[src/rtl/reorder_buffer_pkg.sv]
// -----------------------------------------------------------------------------
// reorder_buffer_pkg
//   Shared definitions for the reorder buffer slice: the ROB address/depth
//   macros, the per-entry field widths, the exception-type bus (reused from
//   the core's exception header when that header is already in scope), and
//   the packed payload record stored in every ROB slot.
//   Optional feature macro used by this slice: ROB_OPERAND_READ_EN.
// -----------------------------------------------------------------------------
`ifndef EXC_TYPE_BUS
`define EXC_TYPE_BUS 4:0
`endif
`ifndef EXC_TYPE_NULL
`define EXC_TYPE_NULL 5'h00
`endif
`ifndef ROB_ADDR_WIDTH
`define ROB_ADDR_WIDTH 4
`endif
`ifndef ROB_ADDR_BUS
`define ROB_ADDR_BUS (`ROB_ADDR_WIDTH-1):0
`endif
`ifndef ROB_DEPTH
`define ROB_DEPTH (1 << `ROB_ADDR_WIDTH)
`endif
`ifndef ROB_REG_ADDR_BUS
`define ROB_REG_ADDR_BUS 4:0
`endif
`ifndef ROB_DATA_BUS
`define ROB_DATA_BUS 31:0
`endif
`ifndef ROB_PC_BUS
`define ROB_PC_BUS 31:0
`endif

package reorder_buffer_pkg;

    // Exception codes carried through the ROB; zero means "no exception".
    localparam logic [`EXC_TYPE_BUS] EXC_NONE = 5'h00;
    localparam logic [`EXC_TYPE_BUS] EXC_IF   = 5'h01;
    localparam logic [`EXC_TYPE_BUS] EXC_RI   = 5'h02;
    localparam logic [`EXC_TYPE_BUS] EXC_OV   = 5'h03;
    localparam logic [`EXC_TYPE_BUS] EXC_SYS  = 5'h04;

    // Payload of one ROB slot; valid/done live outside the record so that
    // flush can clear them without touching the payload.
    typedef struct packed {
        logic                      reg_write_en;
        logic [`ROB_REG_ADDR_BUS]  reg_addr;
        logic [`ROB_DATA_BUS]      data;
        logic [`EXC_TYPE_BUS]      exc_type;
        logic                      is_delayslot;
        logic [`ROB_PC_BUS]        pc;
    } rob_entry_t;

endpackage

[src/rtl/reorder_buffer_rob_ptr.sv]
// -----------------------------------------------------------------------------
// rob_ptr
//   Wrap-bit pointer counter used for the ROB head and tail. The pointer is
//   ADDR_WIDTH+1 bits wide: the low bits index the storage and the MSB toggles
//   every time the index wraps, which lets full and empty be told apart when
//   the indices are equal.
//
// Ports:
//   clk   - clock, rising edge
//   rst   - synchronous active-low reset (pointer -> 0)
//   clear - synchronous clear (pipeline flush), pointer -> 0
//   inc   - advance the pointer by one
//   ptr   - full pointer including wrap bit
//   idx   - storage index (low ADDR_WIDTH bits)
//   wrap  - wrap bit (MSB)
// -----------------------------------------------------------------------------
module rob_ptr
    import reorder_buffer_pkg::*;
#(
    parameter int ADDR_WIDTH = 4
) (
    input  logic                  clk,
    input  logic                  rst,
    input  logic                  clear,
    input  logic                  inc,
    output logic [ADDR_WIDTH:0]   ptr,
    output logic [ADDR_WIDTH-1:0] idx,
    output logic                  wrap
);

    logic [ADDR_WIDTH:0] ptr_q;

    // Natural binary overflow of the low bits carries into the wrap bit.
    always_ff @(posedge clk) begin
        if (!rst) begin
            ptr_q <= '0;
        end else if (clear) begin
            ptr_q <= '0;
        end else if (inc) begin
            ptr_q <= ptr_q + 1'b1;
        end
    end

    assign ptr  = ptr_q;
    assign idx  = ptr_q[ADDR_WIDTH-1:0];
    assign wrap = ptr_q[ADDR_WIDTH];

endmodule

[src/rtl/reorder_buffer.sv]
// -----------------------------------------------------------------------------
// reorder_buffer
//   Circular reorder-buffer storage behind the ROB issue/commit stage.
//   One entry is allocated per cycle at the tail (its ref id is write_addr),
//   functional units write results back by ref id, and the oldest entry is
//   presented for in-order commit and popped on commit_en. flush empties the
//   buffer and returns both pointers to zero.
//
// Optional feature macro: ROB_OPERAND_READ_EN
//   When defined, two combinational operand lookup ports are added
//   (rd_ref_id_1/2 -> rd_ready_1/2, rd_data_1/2) with same-cycle writeback
//   forwarding. When undefined those ports do not exist.
//
// Ports:
//   clk, rst                   - clock; synchronous active-low reset
//   flush                      - clear all entries and pointers
//   write_en / can_write       - allocate at tail / buffer not full
//   write_addr                 - ref id of the entry allocated this cycle
//   write_*                    - payload of the dispatching instruction
//   wb_en, wb_ref_id, wb_data,
//   wb_exception_type          - functional-unit writeback
//   commit_en / can_commit     - pop head / head valid and done
//   commit_*                   - head entry fields, zero when !can_commit
// -----------------------------------------------------------------------------
`ifndef EXC_TYPE_BUS
`define EXC_TYPE_BUS 4:0
`endif
`ifndef EXC_TYPE_NULL
`define EXC_TYPE_NULL 5'h00
`endif
`ifndef ROB_ADDR_WIDTH
`define ROB_ADDR_WIDTH 4
`endif

module reorder_buffer
    import reorder_buffer_pkg::*;
#(
    parameter int                   ADDR_WIDTH = `ROB_ADDR_WIDTH,
    parameter logic [`EXC_TYPE_BUS] EXC_NULL   = `EXC_TYPE_NULL
) (
    input  logic                  clk,
    input  logic                  rst,
    input  logic                  flush,

    input  logic                  write_en,
    output logic                  can_write,
    output logic [ADDR_WIDTH-1:0] write_addr,
    input  logic                  write_reg_write_en,
    input  logic [4:0]            write_reg_write_addr,
    input  logic [`EXC_TYPE_BUS]  write_exception_type,
    input  logic                  write_is_delayslot,
    input  logic [31:0]           write_pc,

    input  logic                  wb_en,
    input  logic [ADDR_WIDTH-1:0] wb_ref_id,
    input  logic [31:0]           wb_data,
    input  logic [`EXC_TYPE_BUS]  wb_exception_type,

`ifdef ROB_OPERAND_READ_EN
    input  logic [ADDR_WIDTH-1:0] rd_ref_id_1,
    input  logic [ADDR_WIDTH-1:0] rd_ref_id_2,
    output logic                  rd_ready_1,
    output logic                  rd_ready_2,
    output logic [31:0]           rd_data_1,
    output logic [31:0]           rd_data_2,
`endif

    input  logic                  commit_en,
    output logic                  can_commit,
    output logic                  commit_reg_write_en,
    output logic [4:0]            commit_reg_write_addr,
    output logic [31:0]           commit_reg_write_data,
    output logic [`EXC_TYPE_BUS]  commit_exception_type,
    output logic                  commit_is_delayslot,
    output logic [31:0]           commit_pc
);

    localparam int DEPTH = 1 << ADDR_WIDTH;

    logic [DEPTH-1:0] valid;
    logic [DEPTH-1:0] done;
    rob_entry_t       entries [DEPTH];

    logic [ADDR_WIDTH:0]   head_ptr;
    logic [ADDR_WIDTH:0]   tail_ptr;
    logic [ADDR_WIDTH-1:0] head_idx;
    logic [ADDR_WIDTH-1:0] tail_idx;
    logic                  head_wrap;
    logic                  tail_wrap;

    logic empty;
    logic full;
    logic alloc_fire;
    logic wb_fire;
    logic commit_fire;

    rob_entry_t head_entry;

    rob_ptr #(.ADDR_WIDTH(ADDR_WIDTH)) u_head_ptr (
        .clk   (clk),
        .rst   (rst),
        .clear (flush),
        .inc   (commit_fire),
        .ptr   (head_ptr),
        .idx   (head_idx),
        .wrap  (head_wrap)
    );

    rob_ptr #(.ADDR_WIDTH(ADDR_WIDTH)) u_tail_ptr (
        .clk   (clk),
        .rst   (rst),
        .clear (flush),
        .inc   (alloc_fire),
        .ptr   (tail_ptr),
        .idx   (tail_idx),
        .wrap  (tail_wrap)
    );

    // Same index with differing wrap bits means the tail has lapped the head.
    assign empty = (head_ptr == tail_ptr);
    assign full  = (head_idx == tail_idx) && (head_wrap != tail_wrap);

    assign can_write  = !full;
    assign write_addr = tail_idx;
    assign can_commit = !empty && valid[head_idx] && done[head_idx];

    // Pointer counters see the same flush priority, so the fire strobes
    // themselves do not need to be masked by flush.
    assign alloc_fire  = write_en && can_write;
    assign wb_fire     = wb_en && valid[wb_ref_id];
    assign commit_fire = commit_en && can_commit;

    // Writeback, then commit, then allocate. Commit only pops entries that
    // were already done, so a writeback to the popped head is harmless;
    // allocation can only target the head slot when the buffer is empty, in
    // which case nothing commits. The data field is zeroed on allocation so
    // that an entry born with an exception commits a deterministic value.
    always_ff @(posedge clk) begin
        if (!rst) begin
            valid <= '0;
            done  <= '0;
            for (int i = 0; i < DEPTH; i++) begin
                entries[i] <= '0;
            end
        end else if (flush) begin
            valid <= '0;
            done  <= '0;
        end else begin
            if (wb_fire) begin
                entries[wb_ref_id].data <= wb_data;
                done[wb_ref_id]         <= 1'b1;
                if (entries[wb_ref_id].exc_type == EXC_NULL) begin
                    entries[wb_ref_id].exc_type <= wb_exception_type;
                end
            end
            if (commit_fire) begin
                valid[head_idx] <= 1'b0;
                done[head_idx]  <= 1'b0;
            end
            if (alloc_fire) begin
                valid[tail_idx]   <= 1'b1;
                done[tail_idx]    <= (write_exception_type != EXC_NULL);
                entries[tail_idx] <= '{
                    reg_write_en: write_reg_write_en,
                    reg_addr:     write_reg_write_addr,
                    data:         '0,
                    exc_type:     write_exception_type,
                    is_delayslot: write_is_delayslot,
                    pc:           write_pc
                };
            end
        end
    end

    assign head_entry = can_commit ? entries[head_idx] : '0;

    assign commit_reg_write_en   = head_entry.reg_write_en;
    assign commit_reg_write_addr = head_entry.reg_addr;
    assign commit_reg_write_data = head_entry.data;
    assign commit_exception_type = head_entry.exc_type;
    assign commit_is_delayslot   = head_entry.is_delayslot;
    assign commit_pc             = head_entry.pc;

`ifdef ROB_OPERAND_READ_EN
    // A result arriving this cycle is forwarded so the II stage does not have
    // to wait one more cycle for it to land in storage.
    always_comb begin
        rd_ready_1 = valid[rd_ref_id_1] && done[rd_ref_id_1];
        rd_data_1  = entries[rd_ref_id_1].data;
        rd_ready_2 = valid[rd_ref_id_2] && done[rd_ref_id_2];
        rd_data_2  = entries[rd_ref_id_2].data;
        if (wb_fire && (wb_ref_id == rd_ref_id_1)) begin
            rd_ready_1 = 1'b1;
            rd_data_1  = wb_data;
        end
        if (wb_fire && (wb_ref_id == rd_ref_id_2)) begin
            rd_ready_2 = 1'b1;
            rd_data_2  = wb_data;
        end
    end
`endif

endmodule

[config.mk]
export PLATFORM = sky130hd
export DESIGN_NAME = reorder_buffer
export DESIGN_NICKNAME = d
export VERILOG_FILES = /design/src/rtl/reorder_buffer_pkg.sv /design/src/rtl/reorder_buffer_rob_ptr.sv /design/src/rtl/reorder_buffer.sv
export SDC_FILE = /design/constraint.sdc
export NUM_CORES = 2
export LEC_CHECK = 0
export ABC_AREA = 1
export BUFFER_PORTS_ARGS = -buffer_cell sky130_fd_sc_hd__clkbuf_2
export CORE_AREA = 3 3 489 491
export DETAILED_ROUTE_END_ITERATION = 7
export DIE_AREA = 0 0 492 494
export PLACE_DENSITY = 0.44
export SLEW_MARGIN = 5
export SYNTH_ARGS = -nofsm -noshare
export SYNTH_HDL_FRONTEND = slang
export SYNTH_SLANG_ARGS = --single-unit
[constraint.sdc]
create_clock -name clk -period 3.1 [get_ports clk]
set_input_delay 0.155 -clock clk [delete_from_list [all_inputs] [get_ports clk]]
set_output_delay 0.155 -clock clk [all_outputs]
set_load 0.01 [all_outputs]
=== After elaboration in Yosys (flattened, before gate mapping) ===
Memory sizes are Yosys's and may differ from the RTL's. A register that Yosys moved wholly into a read port is not among the register bits.
Index checks and enable logic that the tools add are counted.

* Input bits: 91
* Memory bits (writable): 1216
* Memories: 1
* Register bits: 42
* Word-level logic and storage cells: 85
* Output and inout bits: 82

{| class="wikitable"
|+ Memories
! name !! words !! bits a word !! read ports !! clocked after memory_dff !! write ports !! RTL line !! RTL
|-
| entries || 16 || 76 || 2 || 1 || 16 || reorder_buffer.sv:82 || <nowiki>rob_entry_t entries [DEPTH];</nowiki>
|}

* Reduce and logical (&&, ||, !) cells: 16
* Add/sub/neg operators: 2
* Magnitude comparators: 6
* Eq/ne operators: 3
* Bitwise gates (word level): 6
* Muxes and demuxes: 47

{| class="wikitable"
|+ Operators by type and width
! operator !! number
|-
| 76-bit two-way mux || 3
|-
| 16-bit two-way mux || 11
|-
| 76-bit OR reduction || 2
|-
| 16-bit bitwise AND || 2
|-
| 16-bit bitwise OR || 2
|-
| 1-bit two-way mux || 21
|-
| 16-bit bitwise mux || 1
|-
| 4-bit two-way mux || 4
|-
| 16-bit NOT || 1
|-
| 4-bit by 5-bit < comparator with 1-bit output, second input constant || 3
|-
| 1-bit binary-select mux with 4-bit select || 3
|-
| 1-bit demux with 4-bit select || 3
|-
| 4-bit by 1-bit greater-or-equal comparator with 1-bit output, second input constant || 3
|-
| 5-bit by 1-bit adder with 5-bit output, second input constant || 2
|-
| 1-bit logical AND || 9
|-
| 5-bit == test || 1
|-
| 5-bit zero test || 1
|-
| 5-bit nonzero test || 1
|-
| 4-bit == test || 1
|-
| 3-bit two-way mux || 1
|-
| 1-bit zero test || 2
|-
| 2-bit OR reduction || 1
|-
| 1-bit inequality test || 1
|-
| 1-bit NOT || 1
|}

=== Depth between registers and ports, before layout ===
* Word-level depth: 14
* Gate-level depth with buffers: 15
* Depth with buffers taken out: 13

=== Cells and area by module ===
Synthesis repeated with hierarchy kept, for this count alone.

* Cell total of the unflattened synthesis: 6296
* Area, all modules: 56713.1 sq um

{| class="wikitable"
|+ Modules (own cells, without submodules)
! module !! cells an instance !! instances !! area an instance (sq um) !! seq. area each (sq um)
|-
| reorder_buffer || 6224 || 1 || 56210.2 || 32030.7
|-
| rob_ptr || 36 || 2 || 251.5 || 100.1
|}

=== Least setup slack after synthesis ===
Ideal clock, no wire load.

* Path kind: reg-to-reg
* From: register u_head_ptr.ptr_q[1], in the netlist u_head_ptr.ptr[1]
* To: memory entries[11][0] (netlist bit) (enable)
* Arrival: 2613 ps
* Data required time: 2703 ps
* Clock period less this slack: 3010 ps
* Stages on the path, launching flop included: 13
* Path slack: 90 ps
* Path buffers: 4
* Setup time: 397 ps
* Cell sequence: dfxtp_1 > buf_2 > nand2_1 > nand2_1 > nor2_1 > nand3b_1 > nand2_1 > buf_2 > nor3_1 > nand2_1 > buf_2 > buf_2 > nand2_1

{| class="wikitable"
|+ RTL lines
! item !! RTL line !! RTL
|-
| start, declared || reorder_buffer_rob_ptr.sv:31 || <nowiki>logic [ADDR_WIDTH:0] ptr_q;</nowiki>
|-
| start signal, assigned || reorder_buffer_rob_ptr.sv:40 || <nowiki>ptr_q <= ptr_q + 1'b1;</nowiki>
|-
| end, declared || reorder_buffer.sv:82 ||
|}

==> results.md <==
- Site Rows: 178
- RSZ-0062 raised after global routing: yes
- Maximum clock skew at final layout: about 0.048 ns
- Post-DP Area: 0.0635 mm^2
- Slew margin rel.: 0.319
- Dominant cells by area after synthesis: edfxtp_1 36%, dfxtp_1 19%, nand2_1 12%, a21oi_1 8.9%, nor2_1 5.4%
- Primary FF master, synth: edfxtp_1
- Fin crit share: 1.03
- Chip height: 494 um
- Reg2Reg Setup Slack: 0.29 ns
- Post-Synthesis Mean Instance Area: 8.36 um^2
- DRC viols: 0
- I/O Buffers: 172
- TritonCTS clock tree: done
- Drt first-iter violations: 5,639
- Total track usage: 0.198
- Final Hold Viols: 0
- Actual slew at the worst max-slew pin: 1.02 ns
- Post-synthesis cell count: 7,015
- Number of buffers created by CTS: ~150
- Synth Net Count: 7,114
- Max Slew Vio Count: 0
- Asr flop ratio synth: 0
- Max Root-Sink Buffers: 3
- HP Class: in -> reg
- Clk_lat worst skew: 0.82 ns
- Layout Nets: 7,174
- Highest Clock Rate: 315 MHz
- Post-synth top area cell: edfxtp_1
- Grt total ovfl: 0
- Minimum clock period: 3.18 ns
- Wire per inst: 24.5 um
- Startpoint Class: flip-flop
- #FFs+latches synth: 1,262
- Layout area overhead: 24.8%
- Critical R2R Capture: entries[8][37]
- Mux cell area share after synthesis: 0
- Count of final setup violators: 18
- Number of global-route vias before repair: 51,000
- GPL Wtd Cong: 0.846
- Failing checks: setup timing
- Largest family of logic cells by synthesized area: simple AND/OR/NAND/NOR gates
- Count leader, synth: nand2_1
- DP HPWL: 139,000 um
- CP Data Required Time: approximately 2.9 ns
- Layout cells sized above 1: 0.153
- Worst setup EP type: primary output
- Final design utilization: 0.311
- Post-synth cell types: 36
- Reg2reg start: u_tail_ptr.ptr[3]
- Finished Cell Area: 0.0732 mm^2
- Adder and majority gate portion of the synthesized area: 0.00171
- CP arrival: 3.02 ns
- Compound-gate portion of the synthesized area: 0.156
- Via-to-Cell Ratio: 5.14
- Synth warnings: 0
- Core box area: 0.235 mm^2
- Post-synth EDFFs: between 700 and 800
- Crit Path Class: reg -> out
- CTS root buffer: clkbuf_16
- DR pass1 iterations: 6
- Largest net degree at the start of global routing: 182
- Seq/Total Area, Yosys: 0.551
- Fin Hold WS: 0.0220 ns
- Status: finished with violations
- Top post-synthesis cells by count: 1,835 x nand2_1, 1,046 x a21oi_1, 851 x nor2_1, 704 x edfxtp_1, 593 x nand3_1
- Worst Path Max Fanout: 9
- # clock sinks: 1,262
- Setup TNS: -0.436 ns
- Initial Utilization: 0.249
- Post-synthesis simple-gate area fraction: 0.228
- Die width: 492 um
- Max cap viols: 0
- Synthesized area: between 0.05 and 0.06 mm^2
- Setup crit end: commit_reg_write_addr[2]
- Worst Slack Setup Final: -0.0777 ns
- Clk slew on worst S/H paths: 0.06 ns
- Vias: 53,300
- ANT nets after route: 0
- Worst R2R Path Depth: 12
- First-pass GRT wire length: about 360,000 um
- Die area: 0.243 mm^2
- I/O pin count: 173
- PwrDens: 506 mW/mm^2
- Initial antenna violation count: 20
- Lkg Pwr: 0.0270 uW
- H-tree depth: 4
- Synth top area share: 0.360
- Maximum vdd drop: 0.000431 V
- Final WL: 254,000 um
- XOR/XNOR share of the synthesized area: 0.000299
-- cells by family after synthesis --
kind of cell | after synthesis
AO/OA/AOI/OAI | 1557
adder cells (fa/ha/maj) | 8
buffers and inverters | 870
AND/OR/NAND/NOR | 3316
flip-flops | 1262
XOR/XNOR | 2
-- cell type report --
type / instances / area (um^2)
repair buffers: 602 / 6850
clock buffers: 199 / 4180
flip-flops and latches: 1262 / 32300
well taps: 3150 / 3940
diodes: 11 / 27.5
inverters: 168 / 689
multi-input cells: 4883 / 24500
repair inverters: 7 / 138
fillers: 24600 / 162000
clock inverters: 73 / 613
-- registers in the layout, indices dropped and copies added, names as in the netlist, named ones only --
signal	cells
u_tail_ptr.ptr	5
valid	16
u_head_ptr.ptr	5
done	16
entries	1216
-- report_power, final --
group	switching, uW	internal [uW]	total (uW)
Combinational	1180	365	1540
Sequential	104	18000	18100
Clock	7590	9870	17500
-- stage by stage --
step / total power [uW] / instances / setup WS, ns
after floorplan: 19100 / 7015 / 0.0901
after global placement: 19800 / 9882 / -0.414
after detailed placement: 19800 / 9883 / 0.261
after CTS: 37400 / 10300 / -0.129
after global routing: 38200 / 10300 / -0.160
final: 37100 / 10400 / -0.0777
-- layout by cell type (no fill, tap or decap), types with 17 or more instances in the layout --
| cell | count |
|---|---|
| clkbuf_16 | 179 |
| a32o_1 | 72 |
| a22oi_1 | 44 |
| buf_12 | 79 |
| nand2_1 | 1792 |
| o311ai_1 | 22 |
| o21ai_0 | 106 |
| a221oi_2 | 41 |
| nand2_2 | 33 |
| a22oi_2 | 29 |
| nor2_2 | 28 |
| buf_2 | 31 |
| buf_6 | 26 |
| nor3_1 | 20 |
| o31ai_4 | 19 |
| clkinv_1 | 32 |
| nor2_4 | 19 |
| o311ai_2 | 29 |
| inv_1 | 145 |
| nand3_1 | 583 |
| a221oi_1 | 27 |
| dfxtp_1 | 548 |
| buf_4 | 175 |
| dlygate4sd3_1 | 70 |
| o31ai_2 | 43 |
| nor2_1 | 806 |
| clkbuf_8 | 17 |
| clkinv_2 | 23 |
| edfxtp_1 | 704 |
| clkbuf_2 | 137 |
| clkbuf_1 | 29 |
| buf_16 | 42 |
| a21oi_1 | 1028 |
-- routing by layer --
metal | vias up | share of wire | global-route usage
li1 | 24100 | - | -
met1 | 26600 | 0.44 | 0.271
met2 | 2172 | 0.46 | 0.318
met3 | 374 | 0.075 | 0.0340
met4 | 12 | 0.028 | 0.0629
met5 | - | 0.00032 | 0
-- worst min path at each step --
stage | from | endpoint | slack, ns | depth (start not counted)
detailed placement | entries[9][59] | entries[9][59] | 0.47 | 2
CTS | write_pc[1] | entries[15][1] | 0.007 | 3
floorplan | commit_en | u_head_ptr.ptr[4] | 0.32 | 2
finish | write_pc[1] | entries[5][1] | 0.02 | 3
global placement | entries[10][51] | entries[10][51] | 0.47 | 2
global route | write_pc[5] | entries[15][5] | 0.06 | 3
-- worst max-delay path, cell delays in order, from the launching register on --
cell and delay, ns:
dfxtp_4 0.37, buf_12 0.15, buf_16 0.23, clkinv_16 0.14
buf_6 0.14, buf_12 0.12, buf_6 0.13, nand2_2 0.05
a32o_2 0.20, nor2_2 0.05, o31ai_2 0.24, buf_4 0.19
nor2_2 0.04, buf_2 0.15
-- repair_timing --
item	in CTS	in global routing
hold buffers	70	0
setup buffers	36	39
cloned	31	27
hold endpoints to repair	1067	0
setup endpoints to repair	77	76
pin swaps	35	91
gates resized for setup	311	239
Power figures use the tool's default switching activity.
